File: config.mk
export PLATFORM = sky130hd
export DESIGN_NAME = tl_phase_scheduler
export DESIGN_NICKNAME = d
export VERILOG_FILES = /design/src/rtl/tl_phase_scheduler.sv
export SDC_FILE = /design/constraint.sdc
export NUM_CORES = 1
export LEC_CHECK = 0
export CORE_UTILIZATION = 45
export DETAILED_ROUTE_END_ITERATION = 16
export HOLD_SLACK_MARGIN = 0.03
export PLACE_DENSITY = 0.67
export SETUP_SLACK_MARGIN = 0.5
export SLEW_MARGIN = 5
export SYNTH_ARGS = -nofsm -noshare
export SYNTH_HDL_FRONTEND = slang
export SYNTH_SLANG_ARGS = --single-unit
File: constraint.sdc
create_clock -name i_clk -period 3 [get_ports i_clk]
set_clock_uncertainty 0.1 [all_clocks]
set_input_delay 0.6 -clock i_clk [delete_from_list [all_inputs] [get_ports i_clk]]
set_output_delay 0.6 -clock i_clk [all_outputs]
set_load 0.01 [all_outputs]
File: src/rtl/tl_phase_scheduler.sv
// Demand-driven four-road intersection phase scheduler: latched requests, round-robin
// arbitration, occupancy-based green extension and emergency preemption.
module tl_phase_scheduler #(
  parameter logic [15:0] MIN_GREEN_CLOCKS = 16'd5,
  parameter logic [15:0] MAX_GREEN_CLOCKS = 16'd12,
  parameter logic [15:0] YELLOW_CLOCKS    = 16'd2,
  parameter logic [15:0] ALL_RED_CLOCKS   = 16'd2
) (
  input  logic       i_clk,
  input  logic       i_rst_n,
  input  logic [2:0] i_req,
  input  logic [2:0] i_occ,
  input  logic       i_emg,
  input  logic [1:0] i_emg_phase,
  output logic [2:0] o_r1_ryg,
  output logic [2:0] o_r2_ryg,
  output logic [2:0] o_r3_ryg,
  output logic [2:0] o_r4_ryg,
  output logic       o_r4_green_l,
  output logic [1:0] o_phase,
  output logic       o_phase_start,
  output logic       o_emg_active
);

  typedef enum logic [1:0] {ST_STARTUP, ST_GREEN, ST_YELLOW, ST_ALL_RED} state_e;

  localparam logic [1:0] PH_NS = 2'd0;
  localparam logic [1:0] PH_EW = 2'd1;
  localparam logic [1:0] PH_L4 = 2'd2;

  localparam logic [2:0] RED = 3'b100;
  localparam logic [2:0] YEL = 3'b010;
  localparam logic [2:0] GRN = 3'b001;

  state_e      state;
  logic [15:0] tmr;
  logic [15:0] g_cnt;
  logic [2:0]  pending;
  logic [1:0]  phase_q;
  logic        start_q;

  logic       emg_valid, emg_hold, other_pending, min_done, max_done, green_exit, select_now;
  logic [2:0] cur_mask, req_eff, pending_d;
  logic [1:0] rr1, rr2, next_phase;

  // NOTE: every signal written in always_comb gets a default first so no latch is inferred.
  always_comb begin
    emg_valid     = i_emg && (i_emg_phase != 2'd3);
    emg_hold      = emg_valid && (i_emg_phase == phase_q);
    cur_mask      = 3'b001 << phase_q;
    other_pending = |(pending & ~cur_mask);
    min_done      = g_cnt >= (MIN_GREEN_CLOCKS - 16'd1);
    max_done      = g_cnt >= (MAX_GREEN_CLOCKS - 16'd1);
    // Emergency for another phase cuts green short; emergency for this phase pins it.
    green_exit    = (emg_valid && (i_emg_phase != phase_q)) ||
                    (!emg_hold && other_pending && min_done && (!i_occ[phase_q] || max_done));
    select_now    = ((state == ST_STARTUP) || (state == ST_ALL_RED)) && (tmr == 16'd0);

    rr1 = (phase_q == PH_L4) ? PH_NS : phase_q + 2'd1;
    rr2 = (rr1 == PH_L4) ? PH_NS : rr1 + 2'd1;
    if (emg_valid)             next_phase = i_emg_phase;
    else if (pending[rr1])     next_phase = rr1;
    else if (pending[rr2])     next_phase = rr2;
    else if (pending[phase_q]) next_phase = phase_q;
    else                       next_phase = PH_NS;

    // Requests for the phase being served are dropped; the grant clear beats a same-cycle set.
    req_eff   = (state == ST_GREEN) ? (i_req & ~cur_mask) : i_req;
    pending_d = pending | req_eff;
    if (select_now) pending_d = pending_d & ~(3'b001 << next_phase);
  end

  // NOTE: sequential state uses non-blocking assignments so all registers update together.
  always_ff @(posedge i_clk or negedge i_rst_n) begin
    if (!i_rst_n) begin
      state   <= ST_STARTUP;
      tmr     <= ALL_RED_CLOCKS - 16'd1;
      g_cnt   <= 16'd0;
      pending <= 3'b000;
      phase_q <= PH_NS;
      start_q <= 1'b0;
    end else begin
      pending <= pending_d;
      start_q <= 1'b0;
      case (state)
        ST_STARTUP, ST_ALL_RED: begin
          if (tmr == 16'd0) begin
            state   <= ST_GREEN;
            phase_q <= next_phase;
            start_q <= 1'b1;
            g_cnt   <= 16'd0;
          end else begin
            tmr <= tmr - 16'd1;
          end
        end
        ST_GREEN: begin
          if (green_exit) begin
            state <= ST_YELLOW;
            tmr   <= YELLOW_CLOCKS - 16'd1;
          end else if (!max_done) begin
            g_cnt <= g_cnt + 16'd1;
          end
        end
        ST_YELLOW: begin
          if (tmr == 16'd0) begin
            state <= ST_ALL_RED;
            tmr   <= ALL_RED_CLOCKS - 16'd1;
          end else begin
            tmr <= tmr - 16'd1;
          end
        end
        default: state <= ST_STARTUP;
      endcase
    end
  end

  logic [2:0] lamp;

  always_comb begin
    o_r1_ryg     = RED;
    o_r2_ryg     = RED;
    o_r3_ryg     = RED;
    o_r4_ryg     = RED;
    o_r4_green_l = 1'b0;
    lamp         = (state == ST_GREEN) ? GRN : YEL;
    if ((state == ST_GREEN) || (state == ST_YELLOW)) begin
      case (phase_q)
        PH_NS: begin
          o_r1_ryg = lamp;
          o_r3_ryg = lamp;
        end
        PH_EW: begin
          o_r2_ryg = lamp;
          o_r4_ryg = lamp;
        end
        PH_L4: begin
          o_r4_ryg     = lamp;
          o_r4_green_l = (state == ST_GREEN);
        end
        default: ;
      endcase
    end
  end

  assign o_phase       = phase_q;
  assign o_phase_start = start_q;
  assign o_emg_active  = (state == ST_GREEN) && emg_hold;

endmodule

# Word level (Yosys, flattened, before mapping)
# Index checks and enable logic that the tools add are counted.
word_totals:
  register_bits: 40
  input_bits: 11
  out_inout_bits: 17
  word_cells: 102
classes:
  add_sub_neg: 4
  n_lt_le_gt_ge: 5
  eq_ne: 15
  shift: 2
  muxes: 39
  bitwise: 6
  reduce_logical: 25
ops:
  columns: ["cell", "n"]
  rows:
  - ["two-way mux 16 bit", 6]
  - ["one-hot mux 16 bit (3 select lines)", 1]
  - ["one-hot mux 16 bit (2 select lines)", 1]
  - ["two-way mux 3 bit", 8]
  - ["two-way mux 2 bit", 10]
  - ["adder 16 x 1 -> 16 bit (second input constant)", 1]
  - ["greater-or-equal comparator 16 x 3 -> 1 bit (second input constant)", 1]
  - ["greater-or-equal comparator 16 x 4 -> 1 bit (second input constant)", 1]
  - ["logical NOT 16 bit", 1]
  - ["subtractor 16 x 1 -> 16 bit (second input constant)", 1]
  - ["!= test 2 bit (second input constant)", 7]
  - ["bitwise AND 3 bit", 3]
  - ["less-than comparator 2 x 3 -> 1 bit (second input constant)", 3]
  - ["binary-select mux 1 bit (select 2 bit)", 4]
  - ["== test 2 bit (second input constant)", 4]
  - ["logical AND 1 bit", 8]
  - ["two-way mux 1 bit", 8]
  - ["inverter 3 bit", 2]
  - ["one-hot mux 2 bit (3 select lines)", 1]
  - ["left shift 1 x 2 -> 3 bit (first input constant)", 2]
  - ["adder 2 x 1 -> 2 bit (second input constant)", 2]
  - ["== test 2 x 1 -> 1 bit (second input constant)", 2]
  - ["logical NOT 2 bit", 2]
  - ["logical OR 1 bit", 4]
  - ["10 further kinds", 13]

# Depth between registers and ports, before layout
depth:
  depth_word: 13
  ltp_mapped: 11
  ltp_nobuf: 8

# Worst setup path before layout
# OpenSTA, ideal clock, no wires.
synth_path:
  kind: "reg-to-reg"
  from: "register phase_q[1], in the netlist o_phase[1]"
  to: "register tmr[4]"
  setup_time_ps: 78
  arrival_ps: 2295
  setup_slack_ps: 527
  path_stages_with_launch: 11
  path_buffers: 2
  path_cell_list: "dfrtp_1 -> clkbuf_1 -> inv_1 -> ha_1 -> nand2b_1 -> o221ai_1 -> o311a_1 -> a22oi_1 -> buf_4 -> or4_1 -> a21oi_1"
synth_between:
  elab_chain_cells: 10
synth_lines:
  columns: ["item", "line_no", "source"]
  rows:
  - ["from (decl)", "39", "logic [1:0] phase_q;"]
  - ["from (signal assigned)", "89", "phase_q <= next_phase;"]
  - ["left shift 1 x 2 -> 3 bit", "50", "cur_mask = 3'b001 << phase_q;"]
  - ["inverter 3 bit", "51", "other_pending = |(pending & ~cur_mask);"]
  - ["bitwise AND 3 bit", "51", null]
  - ["OR reduction 3 bit", "51", null]
  - ["logical AND 1 bit (3 in series)", "56", "(!emg_hold && other_pending && min_done && (!i_occ[phase_q] || max_done));"]
  - ["logical OR 1 bit (*)", "55", "green_exit = (emg_valid && (i_emg_phase != phase_q)) ||"]
  - ["!= test 2 bit (no source line) (*)", null, null]
  - ["AND reduction 2 bit (no source line) (*)", null, null]
  - ["to (signal assigned)", "77", "tmr <= ALL_RED_CLOCKS - 16'd1;"]
  - ["to (signal assigned)", "93", "tmr <= tmr - 16'd1;"]
  - ["to (signal assigned)", "99", "tmr <= YELLOW_CLOCKS - 16'd1;"]
  - ["to (decl)", "36", "logic [15:0] tmr;"]
# Mark *: on every way between the ends. The rest lies on a longest branch, timed or not. The select of a mux whose other input is x is not followed.
# A chain may end at the register's enable or synchronous reset.

# Worst setup path after layout
layout_path:
  from: "input port i_occ[0]"
  to: "register tmr[5]"
layout_between:
  elab_chain_cells: 8
layout_lines:
  columns: ["item", "line_no", "source"]
  rows:
  - ["from (decl)", "12", "input logic [2:0] i_occ,"]
  - ["binary-select mux 1 bit (select 2 bit)", "56", null]
  - ["two-way mux 1 bit (not written as such)", "56", null]
  - ["logical NOT 1 bit", "56", null]
  - ["logical OR 1 bit", "56", null]
  - ["logical AND 1 bit", "56", null]
  - ["logical OR 1 bit", "55", null]
  - ["!= test 2 bit (no source line)", null, null]
  - ["AND reduction 2 bit (no source line)", null, null]
# No other way between the ends. The select of a mux whose other input is x is not followed.

==> impl_results.md <==
* Final worst path period share at 83.6%
* NumNets Final at ~340
* Syn_nets at between 200 and 300
* Number of global-route vias before repair at 2076
* Number of cells produced by synthesis at between 200 and 300
* Endpoint type of the worst setup path: register
* Fraction of layout cells with a size suffix above 1 at a little over a fifth
* Actual transition at the worst max-transition pin at 0.906 ns
* Syn Std Cell Area at approximately 2500 sq um
* Placed insts at between 300 and 400
* Critical path fanouts, max at 13
* Highest Clock Rate at ~400 MHz
* Overall fraction of global-route tracks in use at 23.3%
* Critical Path RT at around 3 ns
* # IOs at 28
* Clock tree root buffer cell: clkbuf_8
* Post-Layout Cell Count at a little under 400
* Detailed Route Iter0 Violations at between 100 and 150
* Number of vias per cell at 5.85
* Core region area at 5170 sq um
* Die Area at approximately 5800 sq um
* DP Worst Slack at roughly 0.088 ns
* Area of the multi-input gates at between 1500 and 2000 sq um
* Clock sink count at 40
* Total of flip-flops plus latches after synthesis at 40
* Post-CTS clock slew at the launch and capture registers of the worst setup and hold paths at ~0.080 ns
* Number of distinct library cells after synthesis at 47
* Mean cell area of the mapped netlist at approximately 8.9 sq um
* Detailed-route DRC error count at 0
* Clock tree from TritonCTS: done
* Number of buffers on the longest clock path at 2
* Top cell type's share of synthesized area at 39.7%
* Crit Path Category: in2reg
* Sum of overflow across all layers after global routing at 0
* WP data arrival at approximately 2.6 ns
* Total leakage power at roughly 1.4 nW
* Antenna Violating Nets Remaining at 0
* Register area at a little over 1000 sq um
* Number of CTS-inserted buffers at 5
* Peak supply drop at between 0.5 and 0.6 mV
* Most used cells in the layout excluding fill and tap cells: dfrtp_1 (35), nor2_1 (26), nand2_1 (16), o21ai_0 (16), buf_4 (16)
* Effective utilization at floorplan at between 40% and 50%
* Final WL at roughly 6400 um
* Deepest level of the CTS H-tree at 2
* Wire length of the first global-routing pass at between 9000 and 10000 um
* Horizontal die dimension at between 70 and 80 um
* Worst hold slack across all endpoints at around 0.32 ns
* Initial antenna violation count at 0
* Height of the chip at about 76 um
* Layout Area Growth over Synthesis at 31.1%
* Max-capacitance violation count at 0
* Count of filler cells inserted in the layout at 417
* Worst min path class: in2async
* Setup repair after global routing missed its margin: yes
* Count of final setup violators at 0
* Yosys warning total at 0
* Cells taking the most area after synthesis: dfrtp_1 (40%), ha_1 (5.6%), nor2_1 (4.0%)
* DP HPWL at slightly above 4000 um
* Sequential share of the synthesized area at 40.8%
* Max-slew headroom at 39.6%
* Routability cong. at around 0.83
* Top_reg_cell synth: dfrtp_1
* Hold Fails Final Rpt at 0
* Hold_buf cts at 0
* Maximum number of pins on one net before global-route repair at 41
* Post-synth ARST share at between 90% and 100%
* Worst setup SP type: input pin
* Clock network latency to the later pin of the worst-skew pair at about 0.30 ns
* Setup TNS at 0 ns
* Post-layout worst setup margin at 0.492 ns
* Count of final max-slew check failures at 0
* Drt first pass iters at 4
* Number of flops mapped to enable cells by yosys at 0
* Leading cell type in the layout, fill and taps excluded: dfrtp_1
* Total vias in the final route at 2259
* Crit path time final at about 2.5 ns
* Buffers added on ports at 27
* Cell type with the highest aggregate area in the netlist: dfrtp_1
* Number of antenna cells inserted at 0
* Result of the run: completed
* Number of placement rows at 26
* Power per unit of standard cell area at roughly 900 nW/um^2
* Detail-routed net length per standard cell at 16.7 um
## layout make-up
class	instances	area share, %
multi-input combinational	208	47.0
sequential	40	31.3
timing repair buffer	46	14.5
tap	70	2.72
clock buffer	6	2.56
inverter	14	1.63
clock inverter	2	0.311
## registers in the layout (all words and copies together), names as in the netlist
name           cells
pending            3
g_cnt             16
o_phase_start      1
tmr               16
state              2
o_phase            2
## stage by stage
step / instance area [sq um] / util (%) / total power, mW
after floorplan: 2460 / - / 1.72
after global placement: 2810 / 54.4 / 2.15
after detailed placement: 2810 / 54.4 / 2.18
after CTS: 3030 / 58.7 / 2.68
after global routing: 3220 / 62.3 / 3.10
final: 3220 / 62.3 / 2.88
## layer usage
layer	vias up	share of wire (%)	global-route usage, %
li1	1102	-	-
met1	1083	46	30.9
met2	66	48	37.6
met3	8	4.5	6.48
met4	0	1.0	6.17
met5	-	0	0
## Yosys cell counts, types with 2 or more instances
cell type	number
buf_4	5
or3_1	2
clkbuf_1	9
mux2i_1	4
ha_1	11
nor2b_1	11
nor3_1	5
nor2_1	26
nor3b_1	3
a211oi_1	2
o221ai_1	2
nor4_1	9
nand3b_1	5
a21oi_1	18
o21bai_1	2
and4_1	3
nand2b_1	7
nand3_1	8
o31ai_1	11
or4_1	11
inv_1	14
o21ai_0	16
and2_1	3
a31oi_1	6
a22oi_1	4
dfrtp_1	39
a41oi_1	4
nand2_1	17
a21o_1	2
## kinds of logic after synthesis
logic type                 count (synthesis)  share of synthesized area, %
buffers and inverters                     29                          5.25
adders and majority gates                 11                          5.60
and+or+nand+nor                          117                          26.6
xor gates and xnor gates                   1                         0.357
AOI/OAI and AO/OA                         75                          19.8
muxes                                      4                          1.63
DFF                                       40                          40.8
## path summary, 6_finish.rpt
check,from,to,slack [ns],cells past startpoint
max,i_occ[0],tmr[5]$_DFFE_PN0P_,0.49,8
max in group asynchronous,i_rst_n,tmr[5]$_DFFE_PN0P_,1.84,1
min reg2reg,g_cnt[15]$_DFFE_PN0P_,g_cnt[15]$_DFFE_PN0P_,0.41,1
max reg2reg,tmr[0]$_DFFE_PN1P_,tmr[8]$_DFFE_PN0P_,0.51,9
min in group i_clk,g_cnt[15]$_DFFE_PN0P_,g_cnt[15]$_DFFE_PN0P_,0.41,1
min,i_rst_n,pending[1]$_DFF_PN0_,0.32,1
## report_power, final
part	switching [mW]	total, mW	internal (mW)
clock	0.200	0.384	0.184
combinational	0.917	1.69	0.777
sequential	0.133	0.796	0.663
total	1.25	2.88	1.62
## worst max-delay path, cell delays in order
cell	delay (ns)
clkdlybuf4s50_1	0.46
mux2i_1	0.06
o21ai_0	0.45
a22oi_2	0.15
a22oi_2	0.40
clkbuf_16	0.25
nor4_1	0.05
o22a_1	0.17
## repair_timing
action,in CTS,in global routing
endpoints found under the hold margin,0,0
setup buffers,6,2
resized for setup,29,33
gates cloned,0,2
endpoints found under the setup margin,27,33
pin swaps,3,5
No activity file was read; power rests on OpenSTA's default activity.
